$ cat config.mk
export PLATFORM = sky130hd
export DESIGN_NAME = pa_risc_program_loader
export DESIGN_NICKNAME = d
export VERILOG_FILES = /design/src/rtl/pa_risc_program_loader_pkg.sv /design/src/rtl/pa_risc_word_packer.sv /design/src/rtl/pa_risc_program_loader.sv
export SDC_FILE = /design/constraint.sdc
export NUM_CORES = 1
export LEC_CHECK = 0
export CORE_ASPECT_RATIO = 0.7
export CORE_MARGIN = 10
export CORE_UTILIZATION = 50
export DETAILED_ROUTE_END_ITERATION = 7
export PLACE_DENSITY_LB_ADDON = 0.05
export SYNTH_ARGS = -nofsm -noshare
export SYNTH_HDL_FRONTEND = slang
export SYNTH_SLANG_ARGS = --single-unit
$ cat constraint.sdc
create_clock -name clk -period 3.22 [get_ports clk]
set_input_delay 0.322 -clock clk [delete_from_list [all_inputs] [get_ports clk]]
set_output_delay 0.322 -clock clk [all_outputs]
set_load 0.1 [all_outputs]
$ cat src/rtl/pa_risc_program_loader_pkg.sv
// Shared definitions for the PA-RISC program loader: FSM encodings and frame layout.
package pa_risc_program_loader_pkg;

  localparam logic [2:0] IDLE   = 3'd0;
  localparam logic [2:0] LEN_HI = 3'd1;
  localparam logic [2:0] LEN_LO = 3'd2;
  localparam logic [2:0] DATA   = 3'd3;
  localparam logic [2:0] CHK    = 3'd4;
  localparam logic [2:0] DONE   = 3'd5;
  localparam logic [2:0] ERR    = 3'd6;

  localparam int unsigned LenBytes  = 2;
  localparam int unsigned WordBytes = 4;
  localparam int unsigned ChkBytes  = 1;

  localparam logic [1:0] LastByteIdx = 2'(WordBytes - 1);

endpackage

$ cat src/rtl/pa_risc_word_packer.sv
// Packs accepted stream bytes MSB-first into 32-bit words with a one-cycle word_valid pulse.
module pa_risc_word_packer
  import pa_risc_program_loader_pkg::*;
(
  input  logic        clk,
  input  logic        reset,
  input  logic        clear_i,
  input  logic        byte_valid_i,
  input  logic [7:0]  byte_i,
  output logic        last_byte_o,
  output logic [31:0] word_o,
  output logic        word_valid_o
);

  logic [23:0] hold_q, hold_d;
  logic [1:0]  cnt_q, cnt_d;
  logic [31:0] word_q, word_d;
  logic        valid_q, valid_d;

  assign last_byte_o  = (cnt_q == LastByteIdx);
  assign word_o       = word_q;
  assign word_valid_o = valid_q;

  always_comb begin
    hold_d  = hold_q;
    cnt_d   = cnt_q;
    word_d  = word_q;
    valid_d = 1'b0;
    if (clear_i) begin
      cnt_d = 2'd0;
    end else if (byte_valid_i) begin
      hold_d = {hold_q[15:0], byte_i};
      if (cnt_q == LastByteIdx) begin
        word_d  = {hold_q, byte_i};
        valid_d = 1'b1;
        cnt_d   = 2'd0;
      end else begin
        cnt_d = cnt_q + 2'd1;
      end
    end
  end

  always_ff @(posedge clk or posedge reset) begin
    if (reset) begin
      hold_q  <= '0;
      cnt_q   <= '0;
      word_q  <= '0;
      valid_q <= 1'b0;
    end else begin
      hold_q  <= hold_d;
      cnt_q   <= cnt_d;
      word_q  <= word_d;
      valid_q <= valid_d;
    end
  end

endmodule

$ cat src/rtl/pa_risc_program_loader.sv
// Streams a length/data/checksum frame into instruction memory and releases the core on success.
module pa_risc_program_loader
  import pa_risc_program_loader_pkg::*;
#(
  parameter int unsigned ADDR_W = 9
) (
  input  logic              clk,
  input  logic              reset,
  input  logic              start,
  input  logic [7:0]        in_data,
  input  logic              in_valid,
  output logic              in_ready,
  output logic              mem_we,
  output logic [ADDR_W-1:0] mem_addr,
  output logic [31:0]       mem_wdata,
  output logic              cpu_reset,
  output logic              busy,
  output logic              done,
  output logic              error,
  output logic [15:0]       words_written
);

  localparam int unsigned MEM_WORDS = (2 ** ADDR_W) / WordBytes;
  localparam int unsigned IdxW      = ADDR_W - 2;

  logic [2:0]        state_q, state_d;
  logic [15:0]       len_q, len_d;
  logic [IdxW-1:0]   widx_q, widx_d;
  logic [15:0]       wcnt_q, wcnt_d;
  logic [7:0]        xor_q, xor_d;
  logic [ADDR_W-1:0] addr_q, addr_d;

  logic        accept, restart, data_acc, last_byte;
  logic [15:0] len_full;

  assign in_ready = (state_q == LEN_HI) || (state_q == LEN_LO) ||
                    (state_q == DATA) || (state_q == CHK);
  assign accept   = in_valid & in_ready;
  assign restart  = start & ((state_q == IDLE) || (state_q == DONE) || (state_q == ERR));
  assign data_acc = accept & (state_q == DATA);
  assign len_full = {len_q[15:8], in_data};

  pa_risc_word_packer u_packer (
    .clk          (clk),
    .reset        (reset),
    .clear_i      (restart),
    .byte_valid_i (data_acc),
    .byte_i       (in_data),
    .last_byte_o  (last_byte),
    .word_o       (mem_wdata),
    .word_valid_o (mem_we)
  );

  always_comb begin
    state_d = state_q;
    len_d   = len_q;
    widx_d  = widx_q;
    wcnt_d  = wcnt_q;
    xor_d   = xor_q;
    addr_d  = addr_q;
    if (restart) begin
      state_d = LEN_HI;
      widx_d  = '0;
      wcnt_d  = '0;
      xor_d   = '0;
    end else if (accept) begin
      if (state_q != CHK) xor_d = xor_q ^ in_data;
      case (state_q)
        LEN_HI: begin
          len_d[15:8] = in_data;
          state_d     = LEN_LO;
        end
        LEN_LO: begin
          len_d[7:0] = in_data;
          if (len_full > 16'(MEM_WORDS)) state_d = ERR;
          else if (len_full == 16'd0)    state_d = CHK;
          else                           state_d = DATA;
        end
        DATA: begin
          // Address is captured alongside the word so both appear with the write pulse.
          if (last_byte) begin
            addr_d = {widx_q, 2'b00};
            widx_d = widx_q + 1'b1;
            wcnt_d = wcnt_q + 16'd1;
            if (wcnt_q + 16'd1 == len_q) state_d = CHK;
          end
        end
        CHK:     state_d = (in_data == xor_q) ? DONE : ERR;
        default: ;
      endcase
    end
  end

  always_ff @(posedge clk or posedge reset) begin
    if (reset) begin
      state_q <= IDLE;
      len_q   <= '0;
      widx_q  <= '0;
      wcnt_q  <= '0;
      xor_q   <= '0;
      addr_q  <= '0;
    end else begin
      state_q <= state_d;
      len_q   <= len_d;
      widx_q  <= widx_d;
      wcnt_q  <= wcnt_d;
      xor_q   <= xor_d;
      addr_q  <= addr_d;
    end
  end

  assign mem_addr      = addr_q;
  assign busy          = in_ready;
  assign done          = (state_q == DONE);
  assign error         = (state_q == ERR);
  assign cpu_reset     = (state_q != DONE);
  assign words_written = wcnt_q;

endmodule

Word-level counts from Yosys, hierarchy flattened
Cells that the tools add are included.
{ "totals": {"ff_bits": 116, "out_inout_bits": 63} }
{ "classes": {"add_sub_neg": 3, "n_lt_le_gt_ge": 1, "n_eq_ne": 13, "n_mux": 25, "bitwise_logic": 5, "reduce_logical": 21} }
{ "op_table": {"columns": ["op", "count"], "rows": [
  ["2-to-1 mux 16 bit", 4],
  ["2-to-1 mux 7 bit", 4],
  ["2-to-1 mux 8 bit", 3],
  ["2-to-1 mux 3 bit", 6],
  ["adder 16 x 1 -> 16 bit, second input constant", 1],
  ["== test 16 bit", 1],
  ["greater-than comparator 16 x 8 -> 1 bit, second input constant", 1],
  ["logical NOT 16 bit", 1],
  ["case mux 3 bit (4 select lines)", 1],
  ["AND reduction 3 bit", 4],
  ["nonzero test 2 bit", 5],
  ["== test 3 bit, second input constant", 3],
  ["inequality test 3 bit, second input constant", 3],
  ["== test 8 bit", 1],
  ["2-to-1 mux 2 bit", 4],
  ["AND reduction 4 bit", 2],
  ["bitwise XOR 8 bit", 1],
  ["adder 7 x 1 -> 7 bit, second input constant", 1],
  ["== test 3 x 2 -> 1 bit, second input constant", 2],
  ["logical OR 1 bit", 5],
  ["nonzero test 5 bit", 1],
  ["AND reduction 2 bit", 2],
  ["AND 1 bit", 3],
  ["== test 3 x 1 -> 1 bit, second input constant", 1],
  ["other kinds (6)", 8]
]} }

Depth between registers and ports, before layout
Gate-level depths: netlist (run 1).
{ "logic_depth": {"depth_word": 8, "mapped_depth": 10, "mapped_depth_nobuf": 8} }

By module
A second synthesis (run 1) with hierarchy kept.
{ "unflattened": {"cells_unflattened": 506, "area_unflattened_um2": 5875.6} }
{ "modules_own_cells": {"columns": ["module", "instances", "cells_each", "area_per_inst_um2"], "rows": [
  ["pa_risc_program_loader", 1, 375, 3417.0],
  ["pa_risc_word_packer", 1, 131, 2458.6]
]} }

Worst setup path before layout (run 1)
No wires, ideal clock.
{ "synth_path": {"kind": "register to output", "start": "reg state_q[0]", "end": "out in_ready", "arrival_time_ps": 2960, "t_required_ps": 2898, "setup_slack_ps": -62, "path_stages_with_launch": 6, "cell_sequence": "dfrtp_1 > buf_2 > clkbuf_1 > nor2_1 > xnor2_1 > buf_4"} }
{ "synth_via": {"elab_chain_len": 4, "word_cells_on_any_way": 7, "classes_between": "eq/ne: 4; reduce/logical: 3"} }
{ "synth_lines": {"columns": ["element", "line", "source"], "rows": [
  ["start: declaration", "pa_risc_program_loader.sv:26", "logic [2:0] state_q, state_d;"],
  ["start signal: assignment", "pa_risc_program_loader.sv:103", "state_q <= state_d;"],
  ["== test 3 x 1 -> 1 bit or == test 3 x 2 -> 1 bit (tied branches)", "pa_risc_program_loader.sv:36", "assign in_ready = (state_q == LEN_HI) || (state_q == LEN_LO) ||"],
  ["logical OR 1 bit (2 in a row)", "pa_risc_program_loader.sv:36", null],
  ["logical OR 1 bit (*)", "pa_risc_program_loader.sv:37", "(state_q == DATA) || (state_q == CHK);"],
  ["end: declaration", "pa_risc_program_loader.sv:12", "output logic in_ready,"]
]} }
Mark *: on every way between the ends. The rest lies on a longest branch, timed or not.

Worst setup path in the final report (run 1)
{ "layout_path": {"start": "reg wcnt_q[0], in the netlist words_written[0]", "end": "reg state_q[0]"} }
{ "layout_via": {"elab_chain_len": 4} }
{ "layout_lines": {"columns": ["element", "line", "source"], "rows": [
  ["start: declaration", "pa_risc_program_loader.sv:29", "logic [15:0] wcnt_q, wcnt_d;"],
  ["start signal: assignment", "pa_risc_program_loader.sv:106", "wcnt_q <= wcnt_d;"],
  ["adder 16 x 1 -> 16 bit", "pa_risc_program_loader.sv:85", "if (wcnt_q + 16'd1 == len_q) state_d = CHK;"],
  ["== test 16 bit", "pa_risc_program_loader.sv:85", null],
  ["inequality test 3 x 2 -> 1 bit (no line)", null, null],
  ["AND reduction 4 bit (no line)", null, null]
]} }
No other way between the ends.
A chain may end at the register's enable or synchronous reset.

==> out/metrics.cfg, run 1 <==
[place]
gp_congestion = 0.836
dp_cells = 765
dp_hpwl_um = 9740
io_buffer_count = 72
place_ws_ns = 0.690

[worst_setup_path]
required_ns = 3.51
critPathMaxFanout = 10
arrival_ns = 2.88
end_kind = flop
crit_type = reg -> reg
worst_setup_path_start_kind = flop

[logic_synthesis]
yosysWarnings = 0
yosysMostFrequentCell = nand2_1
syn_area_mm2 = 0.00577
async_reset_ff_frac = 1.00
synth.distinct_cells = 67
synth.ff_latch_count = 116
synthFlopType = dfrtp_1
synth_cells = 570
synth_common_cells = nand2_1 (143), dfrtp_1 (116), o21ai_0 (41), mux2_2 (39), nor2_1 (25)
synth_area_leader_cell = dfrtp_1
yosys.area.top_type_share = 0.503
syn_area_per_cell_um2 = 10.1
synth_area_leaders = dfrtp_1 (50%), nand2_1 (9.3%), mux2_2 (7.6%), o21ai_0 (3.6%), xnor2_1 (2.7%)
synth_edf_count = 0
synth_seq_area_share = 0.503

[routing]
first_pass_iters = 5
first_iter_violations = 273
ant_nets = 0
vias_per_cell = 5.40
wl_per_cell_um = 17.7
drt_wl_total_um = 14100
drc = 0
vias = 4302

[power_and_ir_drop]
p_comb_frac = 0.431
switching_share = 0.457
power.share.sequential = 0.305
power.total_w = 0.00727
vdd_drop_max_mv = 0.896
power.switching_w = 0.00332
pwr-share-clk = 0.264
powerDensity_mw_per_mm2 = 1020
power_leakage_nw = 3.27
intPower_w = 0.00395

[cts]
htreeDepth = 4
clk_latency_ns = 0.41
post-cts-setup-buffer-count = 0
clkTransAtPathRegs_ns = 0.06
clock-sinks = 116
cts_tree = built
cts_hold_buf = 0
cts_resized = 0
clockBufferDepth = 2
cts_root_buffer = clkbuf_16
cts_buffers = 17

[timing]
slew_headroom = 0.324
post-route-period-util = 0.804
fin_ws_ns = 0.632
hold_viol = 0
min_period_ns = 2.59
clock_skew_ns = 0.00967
finalMaxSlewViolations = 0
finalSetupTns_ns = 0
fmax_mhz = 386
worst_pin_slew_ns = 1.01
rsz0062_at_grt = false
setup_viol = 0

[final_layout]
area_delta_synth_final_pct = 23.6
nNetsFinal = 646
seqCellArea_mm2 = 0.00290
fillers = 903
layout-drive-gt1-share = 0.188
fin_util = 0.640
fin_cells = 796
multi_input_area_mm2 = 0.00263
n_antenna_cell = 0

[run_status]
outcome = finished clean

[global_routing]
overflow = 0
antenna_found_initial = 0
grt_pass1_wl_um = 23700
track_usage = 0.183
grt_max_degree = 62
grt_pass1_vias = 4451

[min_path]
hold_class = in -> async

[floorplanning]
start_util = 0.518
core_area_mm2 = 0.0111
pin_count = 75
die_area_mm2 = 0.0163
rows = 32
die_w_um = 148
die_h_um = 110

[run]
maxCapViolations = 0

[cell usage in the layout, fill, tap and decap left out, types with 3 or more instances in the layout]
master / Yosys / routed
o31ai_1: 4 / 4
and3_1: 5 / 5
mux2_2: 39 / 39
clkinv_2: 0 / 3
a31oi_1: 4 / 4
or3_1: 4 / 4
mux2i_1: 3 / 3
xor2_1: 12 / 12
nor3b_1: 9 / 9
nand4_1: 7 / 7
clkinv_4: 0 / 3
nand2_1: 143 / 143
nor2_1: 25 / 25
a21oi_1: 9 / 9
o21ai_1: 3 / 3
inv_1: 8 / 7
clkbuf_16: 0 / 17
a21o_1: 6 / 6
nand2b_1: 5 / 5
o22ai_1: 4 / 4
bufinv_16: 0 / 3
o21ai_0: 41 / 41
nand3_1: 8 / 8
nor4_1: 4 / 4
xnor2_1: 18 / 17
nor3_1: 3 / 3
and2_1: 3 / 3
ha_1: 3 / 3
clkinvlp_4: 0 / 3
dfrtp_1: 116 / 116
clkdlybuf4s50_1: 0 / 52
buf_4: 6 / 27
[final timing paths]
path / start / endpoint / slack [ns] / cells after the start
setup / recovery: words_written[0] / state_q[0] / 0.63 / 7
hold / removal: reset / u_packer.word_o[25] / 0.32 / 2
setup reg to reg: words_written[0] / state_q[0] / 0.63 / 7
hold reg to reg: u_packer.hold_q[17] / u_packer.word_o[25] / 0.46 / 2
max in group asynchronous: reset / len_q[0] / 2.20 / 3
min in group clk: u_packer.hold_q[17] / u_packer.word_o[25] / 0.46 / 2
[logic make-up (layout without fill, tap and decap cells)]
group,Yosys count,in the layout,share of synthesized area
compound gates,87,87,0.0972
xor+xnor,33,33,0.0564
fa+ha+maj,3,3,0.00651
buf+inv,49,121,0.0438
flops,116,116,0.503
mux,42,42,0.0813
other cells,1,2,0.000650
simple gates,239,239,0.211
[final cells by class]
type                       instances  area share
clock inverter                    12      0.0218
tap                              153      0.0269
sequential                       116       0.407
timing repair buffer              81       0.107
multi-input combinational        406       0.368
clock buffer                      19      0.0635
inverter                           9     0.00527
[power groups by stage]
| stage | registers (W) | logic [W] | clock network [W] |
|---|---|---|---|
| global route | 0.00228 | 0.00332 | 0.00202 |
| CTS | 0.00222 | 0.00316 | 0.00195 |
| detailed placement | 0.00224 | 0.00315 | 0 |
| floorplan | 0.00372 | 0.000930 | 0 |
| global placement | 0.00222 | 0.00312 | 0 |
| finish | 0.00222 | 0.00313 | 0.00192 |
[state kept, by name, summed over array words and instances (netlist names)]
signal / cells
u_packer.hold_q: 24
u_packer.word_o: 32
u_packer.cnt_q: 2
state_q: 3
u_packer.word_valid_o: 1
xor_q: 8
widx_q: 7
len_q: 16
words_written: 16
mem_addr: 7
[per-stage QoR]
step	instance area [um2]	hold slack [ns]
after floorplan	5780	0.427
after global placement	6520	0.448
after detailed placement	6520	0.459
final	7130	0.324
after global routing	7130	0.365
after CTS	7130	0.333
[per-layer routing]
layer  global-route usage  up-vias  wire length [um]
li1                     -     2074                 -
met1                0.236     2121              6500
met2                0.290      103              6590
met3               0.0497        4               917
met4               0.0719        0                66
met5                    0        -                 0
[critical path: stages, from the launching register on]
cell and delay (ns):
dfrtp_1 0.50, ha_1 0.36, nand3_4 0.19, nor4_1 0.49
mux2i_1 0.24, and4b_1 0.26, a31oi_2 0.15, a311o_1 0.30
Power figures use the tool's default switching activity.
==> run 2: changes to the inputs <==
==> constraint.sdc (replaced) <==
create_clock -name clk -period 2.2 [get_ports clk]
set_input_delay 0.22 -clock clk [delete_from_list [all_inputs] [get_ports clk]]
set_output_delay 0.22 -clock clk [all_outputs]
set_load 0.1 [all_outputs]
==> out/metrics.cfg, run 2 (synthesis results as in run 1) <==
[global_routing]
grt_pass1_vias = 4567
overflow = 0
grt_pass1_wl_um = 24200
track_usage = 0.187
grt_max_degree = 59
antenna_found_initial = 0

[final_layout]
area_delta_synth_final_pct = 28.4
largest_register_ffs = 32
mostFrequentLayoutCell = nand2_1
layout-drive-gt1-share = 0.324
nNetsFinal = 681
fillers = 934
final_cell_mix = nand2_1 (143), dfrtp_1 (101), buf_4 (97)
n_antenna_cell = 0

[place]
dp_hpwl_um = 10400
gp_congestion = 0.856
io_buffer_count = 72
place_ws_ns = 0.0101

[cts]
clk_latency_ns = 0.41
cts_tree = built
cts_buffers = 17
clockBufferDepth = 2
clock-sinks = 116
cts_root_buffer = clkbuf_16
clkTransAtPathRegs_ns = 0.06
htreeDepth = 4

[floorplanning]
die_w_um = 148
rows = 32
pin_count = 75
die_area_mm2 = 0.0163
start_util = 0.518
die_h_um = 110
core_area_mm2 = 0.0111

[worst_setup_path]
end_kind = flop
worst_setup_path_start_kind = flop
worstPathCellList = ha_4 -> xor2_1 -> xnor2_1 -> o2111ai_2 -> a2111oi_4 -> a31oi_2 -> a311o_1
crit_type = reg -> reg
arrival_ns = 2.41
slowest_delay_ns = 0.47
required_ns = 2.50
critPathMaxFanout = 6
critPathSlowestCell = dfrtp_2
reg2reg_slack_ns = 0.09

[min_path]
hold_class = in -> async

[timing]
fin_ws_ns = 0.0899
post-route-period-util = 0.959
setup_viol = 0
hold_viol = 0
min_period_ns = 2.11
fmax_mhz = 474
slew_headroom = 0.653
worst_pin_slew_ns = 0.519
whs_ns = 0.190
clock_skew_ns = 0.00727
finalMaxSlewViolations = 0

[routing]
drt_wl_total_um = 14600
ant_nets = 0
first_pass_iters = 5
vias_per_cell = 5.50
drc = 0
vias = 4579
first_iter_violations = 257
wl_per_cell_um = 17.5

[run]
maxCapViolations = 0

[power_and_ir_drop]
power_leakage_nw = 3.52
power.total_w = 0.0105
powerDensity_mw_per_mm2 = 1420
vdd_drop_max_mv = 1.08

[run_status]
outcome = finished clean

-- run 2: changes by cell type in the layout (fill, tap and decap cells not counted), sizes merged --
cell,previous run,this run
bufinv,3,0
buf,29,105
clkinvlp,3,5
inv,9,13
clkdlybuf4s50,52,11
clkbuf,19,17
-- run 2: critical path: cells and delay by family (launching register included) --
kind                     cells  cell delay, ns
AO/OA/AOI/OAI                4            0.96
XOR/XNOR                     2            0.34
adder cells (fa/ha/maj)      1            0.21
flip-flops                   1            0.47
-- run 2: cell type report --
type	count	area, um2	area share
flip-flops and latches	116	2920	0.394
multi-input cells	406	2710	0.366
repair buffers	116	998	0.135
clock buffers	17	425	0.0574
well taps	153	191	0.0258
clock inverters	15	124	0.0167
inverters	9	37.5	0.00507
-- run 2: power breakdown --
group          internal [W]  total [W]  switching, W  leakage [nW]
clock network       0.00146    0.00255       0.00109         0.260
registers           0.00274    0.00326      0.000518          1.44
logic               0.00127    0.00473       0.00346          1.82
total               0.00547     0.0105       0.00507          3.52
-- run 2: worst paths after layout --
check	from	depth (start not counted)	end
max	words_written[1]	7	state_q[0]
min	reset	2	mem_addr[7]
max reg2reg	words_written[1]	7	state_q[0]
min reg2reg	u_packer.hold_q[21]	2	u_packer.word_o[29]
max in group asynchronous	reset	3	u_packer.hold_q[2]
min in group clk	u_packer.hold_q[21]	2	u_packer.word_o[29]
-- run 2: stage by stage --
stage               utilization   TNS, ns  cell area [um2]  cells
finish                    0.666         0             7410    832
CTS                       0.658         0             7320    824
floorplan                     -     -5.58             5900    571
global placement          0.609         0             6780    792
detailed placement        0.609         0             6780    792
global route              0.666  -0.00279             7410    832
-- run 2: layer usage --
| layer | wire, um | GRT usage | up-vias |
|---|---|---|---|
| met3 | 911 | 0.0505 | 19 |
| met4 | 151 | 0.0571 | 0 |
| met5 | 0 | 0 | - |
| met1 | 6760 | 0.256 | 2278 |
| met2 | 6770 | 0.285 | 129 |
| li1 | - | - | 2153 |
-- run 2: what timing repair did --
item | 4_1_cts | 5_1_grt
gates resized for setup | 0 | 3
endpoints found under the setup margin | 0 | 3
setup buffers | 0 | 8
hold buffers | 0 | 0
